--- src/rtl/lsu_pkg.sv ---
// Shared types and constants for the load/store unit and its data memory.
package lsu_pkg;

   typedef enum logic [1:0] {
      IDLE,
      ACCESS,
      RESP
   } lsu_state_t;

   // Word-index width, also the depth exponent of the data memory.
   localparam int LSU_ADDR_W     = 12;
   localparam int LSU_RD_LAT_MAX = 3;
   localparam int LSU_CNT_W      = 2;

endpackage

--- src/rtl/lsu_addr_check.sv ---
// Byte-address decode: word index plus misalignment and range flags.
module lsu_addr_check
   import lsu_pkg::*;
#(
   parameter int ADDR_W = LSU_ADDR_W
) (
   input  logic [31:0]       addr,
   output logic [ADDR_W-1:0] word_idx,
   output logic              misaligned,
   output logic              out_of_range
);

   assign word_idx     = addr[ADDR_W+1:2];
   assign misaligned   = (addr[1:0] != 2'b00);
   assign out_of_range = ((addr >> (ADDR_W + 2)) != 32'd0);

endmodule

--- src/rtl/load_store_unit.sv ---
// One-at-a-time load/store initiator for a word-addressed memory with
// configurable read latency.
module load_store_unit
   import lsu_pkg::*;
#(
   parameter int ADDR_W = LSU_ADDR_W,
   parameter int RD_LAT = 0
) (
   input  logic        clk,
   input  logic        rst,
   input  logic        req_valid,
   output logic        req_ready,
   input  logic        req_we,
   input  logic [31:0] req_addr,
   input  logic [31:0] req_wdata,
   output logic        resp_valid,
   output logic [31:0] resp_rdata,
   output logic        resp_err,
   output logic [31:0] mem_a,
   output logic [31:0] mem_wd,
   output logic        mem_we,
   input  logic [31:0] mem_rd
);

   localparam logic [LSU_CNT_W-1:0] LAST_CNT = LSU_CNT_W'(RD_LAT);

   lsu_state_t           state_q, state_d;
   logic [LSU_CNT_W-1:0] cnt_q, cnt_d;
   logic                 we_q, we_d;
   logic [31:0]          mem_a_q, mem_a_d;
   logic [31:0]          mem_wd_q, mem_wd_d;
   logic [31:0]          rdata_q, rdata_d;
   logic                 err_q, err_d;

   logic [ADDR_W-1:0]    word_idx;
   logic                 misaligned;
   logic                 out_of_range;

   lsu_addr_check #(.ADDR_W(ADDR_W)) u_addr_check (
      .addr         (req_addr),
      .word_idx     (word_idx),
      .misaligned   (misaligned),
      .out_of_range (out_of_range)
   );

   always_comb begin
      state_d  = state_q;
      cnt_d    = cnt_q;
      we_d     = we_q;
      mem_a_d  = mem_a_q;
      mem_wd_d = mem_wd_q;
      rdata_d  = rdata_q;
      err_d    = err_q;
      case (state_q)
         IDLE: begin
            if (req_valid) begin
               we_d = req_we;
               if (misaligned || out_of_range) begin
                  state_d = RESP;
                  err_d   = 1'b1;
                  rdata_d = '0;
               end else begin
                  state_d = ACCESS;
                  cnt_d   = '0;
                  mem_a_d = 32'(word_idx);
                  if (req_we) mem_wd_d = req_wdata;
               end
            end
         end
         ACCESS: begin
            // Stores need one cycle; loads wait out the memory read latency.
            if (we_q || (cnt_q == LAST_CNT)) begin
               state_d = RESP;
               err_d   = 1'b0;
               rdata_d = we_q ? '0 : mem_rd;
            end else begin
               cnt_d = cnt_q + 1'b1;
            end
         end
         RESP:    state_d = IDLE;
         default: state_d = IDLE;
      endcase
   end

   always_ff @(posedge clk or posedge rst) begin
      if (rst) begin
         state_q  <= IDLE;
         cnt_q    <= '0;
         we_q     <= 1'b0;
         mem_a_q  <= '0;
         mem_wd_q <= '0;
         rdata_q  <= '0;
         err_q    <= 1'b0;
      end else begin
         state_q  <= state_d;
         cnt_q    <= cnt_d;
         we_q     <= we_d;
         mem_a_q  <= mem_a_d;
         mem_wd_q <= mem_wd_d;
         rdata_q  <= rdata_d;
         err_q    <= err_d;
      end
   end

   assign req_ready  = (state_q == IDLE);
   assign resp_valid = (state_q == RESP);
   assign resp_rdata = rdata_q;
   assign resp_err   = err_q;
   assign mem_a      = mem_a_q;
   assign mem_wd     = mem_wd_q;
   assign mem_we     = (state_q == ACCESS) && we_q;

endmodule

--- config.mk ---
export PLATFORM = sky130hd
export DESIGN_NAME = load_store_unit
export DESIGN_NICKNAME = d
export VERILOG_FILES = /design/src/rtl/lsu_pkg.sv /design/src/rtl/lsu_addr_check.sv /design/src/rtl/load_store_unit.sv
export SDC_FILE = /design/constraint.sdc
export NUM_CORES = 1
export LEC_CHECK = 0
export ABC_CLOCK_PERIOD_IN_PS = 2550
export CAP_MARGIN = 15
export CORE_ASPECT_RATIO = 1.25
export CORE_UTILIZATION = 39
export DETAILED_ROUTE_END_ITERATION = 8
export GPL_TIMING_DRIVEN = 0
export PLACE_DENSITY_LB_ADDON = 0.1
export SYNTH_ARGS = -nofsm -noshare
export SYNTH_HDL_FRONTEND = slang
export SYNTH_HIERARCHICAL = 1
export SYNTH_SLANG_ARGS = --single-unit
--- constraint.sdc ---
create_clock -name clk -period 2.55 [get_ports clk]
set_input_delay 0.255 -clock clk [delete_from_list [all_inputs] [get_ports clk]]
set_output_delay 0.255 -clock clk [all_outputs]
set_load 0.05 [all_outputs]
-- Word-level counts from Yosys, hierarchy flattened
Index checks and enable logic that the tools add are counted.
- output and inout bits: 100
- logic and storage cells: 47
- bits of input ports: 100
- bits in registers: 82
- eq/ne operators: 7
- mux-type cells: 17
- reduce and logical (&&, ||, !) cells: 14
- bitwise gates (word level): 1
- add/subtract/negate cells: 1
- operators with widths (operator ; number):
    $mux 32 ; 4
    $pmux 32 s2 ; 1
    $reduce_bool 32->1 ; 1
    $mux 2 ; 6
    $reduce_and 4->1 ; 3
    $ne 2x2->1 const B ; 4
    $pmux 2 s2 ; 2
    $logic_not 2->1 ; 2
    $reduce_and 2->1 ; 2
    $reduce_bool 2->1 ; 2
    $mux 1 ; 3
    $reduce_and 3->1 ; 1
    $add 2x1->2 const B ; 1
    $eq 2x1->1 const B ; 1
    $eq 2x2->1 const B ; 1
    $logic_or 1x1->1 ; 2
    $ne 2x1->1 const B ; 1
    $pmux 1 s2 ; 1
    $logic_and 1x1->1 ; 1
    $not 1->1 ; 1

-- Logic depth before layout (Yosys ltp)
Gate-level depths: netlist of the first run.
- depth after elaboration: 5
- mapped depth: 7
- gate-level depth less buffers: 6

-- Modules after synthesis
Netlist of the first run, hierarchy kept.
- modules (own cells, without submodules) (module ; instances ; seq. area each (µm²) ; cells an instance ; area each (µm²)):
    load_store_unit ; 1 ; 2052.0 ; 224 ; 3437.0
    lsu_addr_check ; 1 ; 0.0 ; 19 ; 135.1

-- Least setup slack after synthesis of the first run
OpenSTA, ideal clock, no wires.
- path kind: input port to flip-flop
- start: input port req_addr[19]
- end: register mem_a_q[0], in the netlist mem_a[0]
- buffers on the path: 1
- arrival: 2.169 ns
- required time: 2.425 ns
- setup time: 0.125 ns
- slack: 0.256 ns
- stages: 6
- cells stage by stage: or4_1 -> or4_1 -> nor3b_1 -> nand2_1 -> buf_4 -> mux2_2
- longest elaborated chain between the ends: 4
- ends and longest elaborated chain (element ; RTL line ; text):
    start, declared ; load_store_unit.sv:14 ; input logic [31:0] req_addr,
    $reduce_bool 32->1 ; lsu_addr_check.sv:15 ; assign out_of_range = ((addr >> (ADDR_W + 2)) != 32'd0);
    net out_of_range ; load_store_unit.sv:37 ; logic out_of_range;
    $logic_or 1x1->1 ; load_store_unit.sv:58 ; if (misaligned || out_of_range) begin
    $not 1->1 (no line) ; -- ;
    $reduce_and 3->1 (no line) ; -- ;
    end signal, assigned ; load_store_unit.sv:98 ; mem_a_q <= mem_a_d;
    end, declared ; load_store_unit.sv:30 ; logic [31:0] mem_a_q, mem_a_d;
The timed path passes the listed nets, and every way through them passes these cells.
A chain may end at the register's enable or synchronous reset.

-- Worst setup path in the final report of the first run
- start: input port req_addr[19]
- end: register rdata_q[22], in the netlist resp_rdata[22]
- longest elaborated chain between the ends: 4
- ends and longest elaborated chain (element ; RTL line ; text):
    $reduce_bool 32->1 ; lsu_addr_check.sv:15 ;
    net out_of_range ; load_store_unit.sv:37 ;
    $logic_or 1x1->1 ; load_store_unit.sv:58 ;
    $ne 2x1->1 (no line) ; -- ;
    $reduce_and 4->1 (no line) ; -- ;
    end signal, assigned ; load_store_unit.sv:100 ; rdata_q <= rdata_d;
    end, declared ; load_store_unit.sv:32 ; logic [31:0] rdata_q, rdata_d;
The timed path passes the listed nets, and every way through them passes these cells.

==> flow_metrics.env, run 1 <==
export IMPL_cp_max_fo=10
export IMPL_yosys_warnings=6
export IMPL_timing_hold_ws_ps=147
export IMPL_fmax_mhz=410
export IMPL_p_total_mw=2.62
export IMPL_final_cell_mix="clkdlybuf4s50_1, dfrtp_1, buf_4"
export IMPL_wl_met2_mm=3.76
export IMPL_core_rowCount=38
export IMPL_dp_cells=550
export IMPL_cap_viol_max_count=0
export IMPL_rsz0062_at_grt="no"
export IMPL_grt_max_degree=49
export IMPL_wire_per_inst_um=13.8
export IMPL_fp_dieH_um=109
export IMPL_yosys_top_cells_area="dfrtp_1, mux2_4, a22o_1"
export IMPL_finish_utilization=0.650
export IMPL_antenna_found_initial=0
export IMPL_n_antenna_cell=0
export IMPL_worstHoldPathType="input pin to flop"
export IMPL_clock_sinks=82
export IMPL_slew_viol_final=0
export IMPL_outcome="completed"
export IMPL_dpl_hpwl_mm=6.04
export IMPL_drtAntennaViolNets=0
export IMPL_synth_cells=243
export IMPL_finalCriticalPeriod_ps=2440
export IMPL_ios=200
export IMPL_fin_crit_sh=0.957
export IMPL_synth_cell_type_count=30
export IMPL_cts_root_buffer_cell="clkbuf_8"
export IMPL_worst_pin_slew_ps=551
export IMPL_skew_ps=10.4
export IMPL_syn_avg_cell_area_um2=14.7
export IMPL_netlist_area_um2=3570
export IMPL_required_ps=2830
export IMPL_setup_viol=0
export IMPL_layout_cells_most_common="clkdlybuf4s50_1"
export IMPL_finalWeightedCongestion=0.674
export IMPL_critical_path_arrival_ps=2720
export IMPL_cts_tree="yes"
export IMPL_worstSkewPairLatency_ps=340
export IMPL_overflow=0
export IMPL_ctsHoldBuffers=0
export IMPL_initial_utilization=0.406
export IMPL_ys_seq_area_frac=0.574
export IMPL_drc=0
export IMPL_wl_met1_mm=3.27
export IMPL_core_area_um2=8800
export IMPL_h_tree_depth=3
export IMPL_clk_path_buf_depth=2
export IMPL_crit_path_start_kind="input pin"
export IMPL_syn2layout_area_growth_pct=60.1
export IMPL_port_buffers=167
export IMPL_via_per_inst=4.47
export IMPL_highest_layer="met4"
export IMPL_yosysTopAreaCell="dfrtp_1"
export IMPL_die_area_um2=9550
export IMPL_finalHoldViolations=0
export IMPL_p_leak_nw=2.74
export IMPL_cts_buffers=9
export IMPL_tns_ps=0
export IMPL_drt_iter0_drc=73
export IMPL_die_w_um=87.6
export IMPL_finalWirelength_mm=7.82
export IMPL_grt_pass1_vias=2391
export IMPL_synth_ff_latch_count=82
export IMPL_clkTransAtPathRegs_ps=80
export IMPL_dr_pass1_iters=4
export IMPL_met3_length_um=623
export IMPL_maxSlewHeadroom=0.632
export IMPL_end_kind="flop"
export IMPL_critical_path_class="input pin to flop"
export IMPL_nNetsFinal=544
export IMPL_layout_cells_non_filler=568
export IMPL_grt_use_total=0.164
export IMPL_power_density_nw_per_um2=458
export IMPL_vias=2540
export IMPL_synth_top_cell_area_share=0.574
export IMPL_ir_worst_vdd_mv=0.228
export IMPL_grt_first_pass_wirelength_mm=11.8
export IMPL_drive_gt1_frac=0.259
-- cell usage after synthesis, drive strengths merged --
cell / n
nor3: 1
nand2: 3
a22o: 32
a22oi: 2
and2: 1
nor2: 4
dfrtp: 82
conb: 1
buf: 42
a31oi: 1
nor3b: 2
o2bb2ai: 2
inv: 6
or2: 3
ha: 1
nor4: 3
mux2i: 1
a21oi: 1
nand3: 2
clkbuf: 1
and3b: 1
nor2b: 1
o21ai: 3
or4: 2
mux2: 45
-- cells by family after synthesis --
logic type | Yosys count | synth area share
AND/OR/NAND/NOR | 23 | 0.0452
AO/OA/AOI/OAI | 41 | 0.0963
flip-flops | 82 | 0.574
adder cells (fa/ha/maj) | 1 | 0.00350
other | 1 | 0.00105
buffers and inverters | 49 | 0.103
multiplexers | 46 | 0.176
-- registers in the layout, indices dropped and copies added (netlist names) --
signal      count
mem_a          12
resp_err        1
we_q            1
state_q         2
cnt_q           2
resp_rdata     32
mem_wd         32
-- worst paths after layout --
check	cells after the start	from	end	slack, ps
setup reg to reg	7	cnt_q[0]	resp_rdata[22]	930
hold reg to reg	1	cnt_q[0]	cnt_q[0]	490
hold / removal	2	req_addr[6]	mem_a[4]	150
max in group asynchronous	3	rst	resp_rdata[1]	1680
min in group asynchronous	2	rst	mem_wd[15]	300
setup / recovery	8	req_addr[19]	resp_rdata[22]	110
-- power breakdown --
group	internal (mW)	switching (mW)	total [mW]
registers	1.31	0.0111	1.32
logic	0.194	0.162	0.356
clock network	0.501	0.441	0.942
-- what timing repair did --
action                     4_1_cts  5_1_grt
setup endpoints to repair        0       40
gates resized for setup          0        1
buffers inserted                 0        2
-- layer usage --
layer	track usage	up-vias
met2	0.263	115
met4	0.0738	0
met5	0	-
met3	0.0424	14
met1	0.206	1197
li1	-	1214
-- worst max-delay path: stages --
cell	delay (ps)
clkdlybuf4s50_1	390
or4_1	510
or4_1	560
or2_2	350
a22oi_2	180
buf_4	170
buf_6	150
a22o_1	150
-- layout make-up --
type,count,area (um^2)
well taps,120,150
flip-flops and latches,82,2050
fillers,715,3080
inverters,6,25.0
repair buffers,170,1710
clock buffers,11,151
plain buffers,43,347
clock inverters,5,52.6
multi-input cells,131,1230
-- per-stage QoR --
step / instance area [um^2] / setup WS (ps)
floorplan: 3640 / 187
global placement: 5470 / -1110
detailed placement: 5500 / -339
CTS: 5700 / 16.8
global route: 5720 / 8.31
finish: 5720 / 109
Note: power is estimated with default switching activity, not from simulation.
==> run 2, diff against run 1 <==
--- a/config.mk
+++ b/config.mk
@@ -12,6 +12,8 @@
 export DETAILED_ROUTE_END_ITERATION = 8
 export GPL_TIMING_DRIVEN = 0
 export PLACE_DENSITY_LB_ADDON = 0.1
+export REMOVE_ABC_BUFFERS = 1
+export SKIP_LAST_GASP = 1
 export SYNTH_ARGS = -nofsm -noshare
 export SYNTH_HDL_FRONTEND = slang
 export SYNTH_HIERARCHICAL = 1
==> flow_metrics.env, run 2 (synthesis gave the netlist of run 1 again) <==
export IMPL_outcome="completed"
export IMPL_power_density_nw_per_um2=476
export IMPL_p_leak_nw=2.62
export IMPL_core_rowCount=38
export IMPL_finalHoldViolations=0
export IMPL_critical_path_class="input pin to flop"
export IMPL_antenna_found_initial=0
export IMPL_worstPathCellList="clkdlybuf4s50_1 -> or4_1 -> or4_1 -> nor2_2 -> nand3_4 -> buf_12 -> mux2_4"
export IMPL_ff2ff_path_depth=4
export IMPL_dp_cells=519
export IMPL_cts_buffers=9
export IMPL_vias=2522
export IMPL_layout_cells_most_common="clkdlybuf4s50_1"
export IMPL_final_cell_mix="clkdlybuf4s50_1, dfrtp_1, a22o_1"
export IMPL_worstHoldPathType="input pin to async pin"
export IMPL_fin_crit_sh=0.962
export IMPL_dr_pass1_iters=4
export IMPL_required_ps=2780
export IMPL_startpoint="req_addr[19]"
export IMPL_crit_path_start_kind="input pin"
export IMPL_r2r_slack_ps=790
export IMPL_finalWirelength_mm=8.54
export IMPL_drc=0
export IMPL_core_area_um2=8800
export IMPL_cts_root_buffer_cell="clkbuf_8"
export IMPL_grt_first_pass_wirelength_mm=13.2
export IMPL_skew_ps=8.99
export IMPL_clk_path_buf_depth=2
export IMPL_via_per_inst=4.63
export IMPL_crit_slowest_cell="or4_1"
export IMPL_drtAntennaViolNets=0
export IMPL_finalCriticalPeriod_ps=2450
export IMPL_fp_dieH_um=109
export IMPL_initial_utilization=0.406
export IMPL_clkTransAtPathRegs_ps=80
export IMPL_die_area_um2=9550
export IMPL_ctsHoldBuffers=0
export IMPL_rsz0062_at_grt="no"
export IMPL_ir_worst_vdd_mv=0.260
export IMPL_nNetsFinal=521
export IMPL_worst_pin_slew_ps=551
export IMPL_h_tree_depth=3
export IMPL_end_kind="flop"
export IMPL_port_buffers=179
export IMPL_overflow=0
export IMPL_grt_pass1_vias=2580
export IMPL_syn2layout_area_growth_pct=58.0
export IMPL_layout_cells_non_filler=545
export IMPL_worstSkewPairLatency_ps=350
export IMPL_cts_tree="yes"
export IMPL_r2r_start="state_q[0]"
export IMPL_crit_end="mem_wd[25]"
export IMPL_fin_area_um2=5640
export IMPL_die_w_um=87.6
export IMPL_grt_use_total=0.188
export IMPL_cp_max_fo=16
export IMPL_dpl_hpwl_mm=5.63
export IMPL_grt_max_degree=53
export IMPL_drive_gt1_frac=0.195
export IMPL_wire_per_inst_um=15.7
export IMPL_worst_path_most_repeated_cell="or4_1"
export IMPL_slew_viol_final=0
export IMPL_maxSlewHeadroom=0.632
export IMPL_fmax_mhz=408
export IMPL_ios=200
export IMPL_drt_iter0_drc=71
export IMPL_worstReg2RegEnd="mem_wd[25]"
export IMPL_setup_viol=0
export IMPL_finalWeightedCongestion=0.768
export IMPL_finish_utilization=0.642
export IMPL_critical_path_arrival_ps=2680
export IMPL_n_antenna_cell=0
export IMPL_postPlaceCellArea_um2=5270
export IMPL_cap_viol_max_count=0
export IMPL_clock_sinks=82
export IMPL_cp_slowest_stage_delay_ps=570
[run 2: changes by cell type in the layout (fill, tap and decap cells not counted), sizes merged]
| cell | change |
|---|---|
| clkinv | +1 |
| clkinvlp | -1 |
| clkbuf | -3 |
| nand3 | +1 |
| inv | +1 |
| clkdlybuf4s50 | +12 |
| a22oi | +1 |
| buf | -36 |
| bufinv | +1 |
[run 2: power breakdown]
part           leakage, nW  internal (mW)  total [mW]  switching [mW]
combinational         1.38          0.178       0.348           0.170
sequential            1.13           1.31        1.32          0.0115
clock                0.113          0.551        1.02           0.466
[run 2: critical path: cells and delay by family]
kind	cells	cell delay, ps
buf+inv	2	580
mux	1	300
simple gates	4	1540
[run 2: cell type report]
type / instances / area, um^2
Fill cell: 657 / 3150
Sequential cell: 82 / 2050
Timing Repair Buffer: 188 / 1940
Multi-Input combinational cell: 133 / 1260
Tap cell: 120 / 150
Clock buffer: 9 / 124
Clock inverter: 7 / 92.6
Inverter: 6 / 25.0
[run 2: how the worst min path moves through the flow]
| stage | startpoint | to | slack [ps] | depth (start not counted) |
|---|---|---|---|---|
| global route | rst | mem_wd[11] | 300 | 2 |
| finish | rst | mem_wd[11] | 260 | 2 |
| floorplan | mem_rd[0] | resp_rdata[0] | 390 | 1 |
| global placement | cnt_q[0] | cnt_q[0] | 480 | 1 |
| CTS | rst | mem_a[4] | 260 | 2 |
| detailed placement | cnt_q[0] | cnt_q[0] | 480 | 1 |
[run 2: routing by layer]
layer | vias up | routed length, um | track usage
met4 | 0 | 98 | 0.0808
met1 | 1216 | 3420 | 0.229
met3 | 6 | 740 | 0.0643
met5 | - | 0 | 0
met2 | 127 | 4270 | 0.302
li1 | 1173 | - | -
[run 2: stage by stage]
step	hold slack [ps]	TNS, ps	power (mW)	setup slack, ps
final	265	0	2.69	96.6
after global routing	299	0	2.80	81.6
after CTS	260	-794	2.72	-54.8
after detailed placement	481	-54610	1.68	-1000
after global placement	475	-148840	1.66	-1160
after floorplan	388	-4360	1.49	-135
[run 2: what timing repair did]
action	CTS	global route
pin swaps	4	1
buffers inserted	6	1
setup endpoints to repair	77	28
resized for setup	4	1
gates cloned	2	0
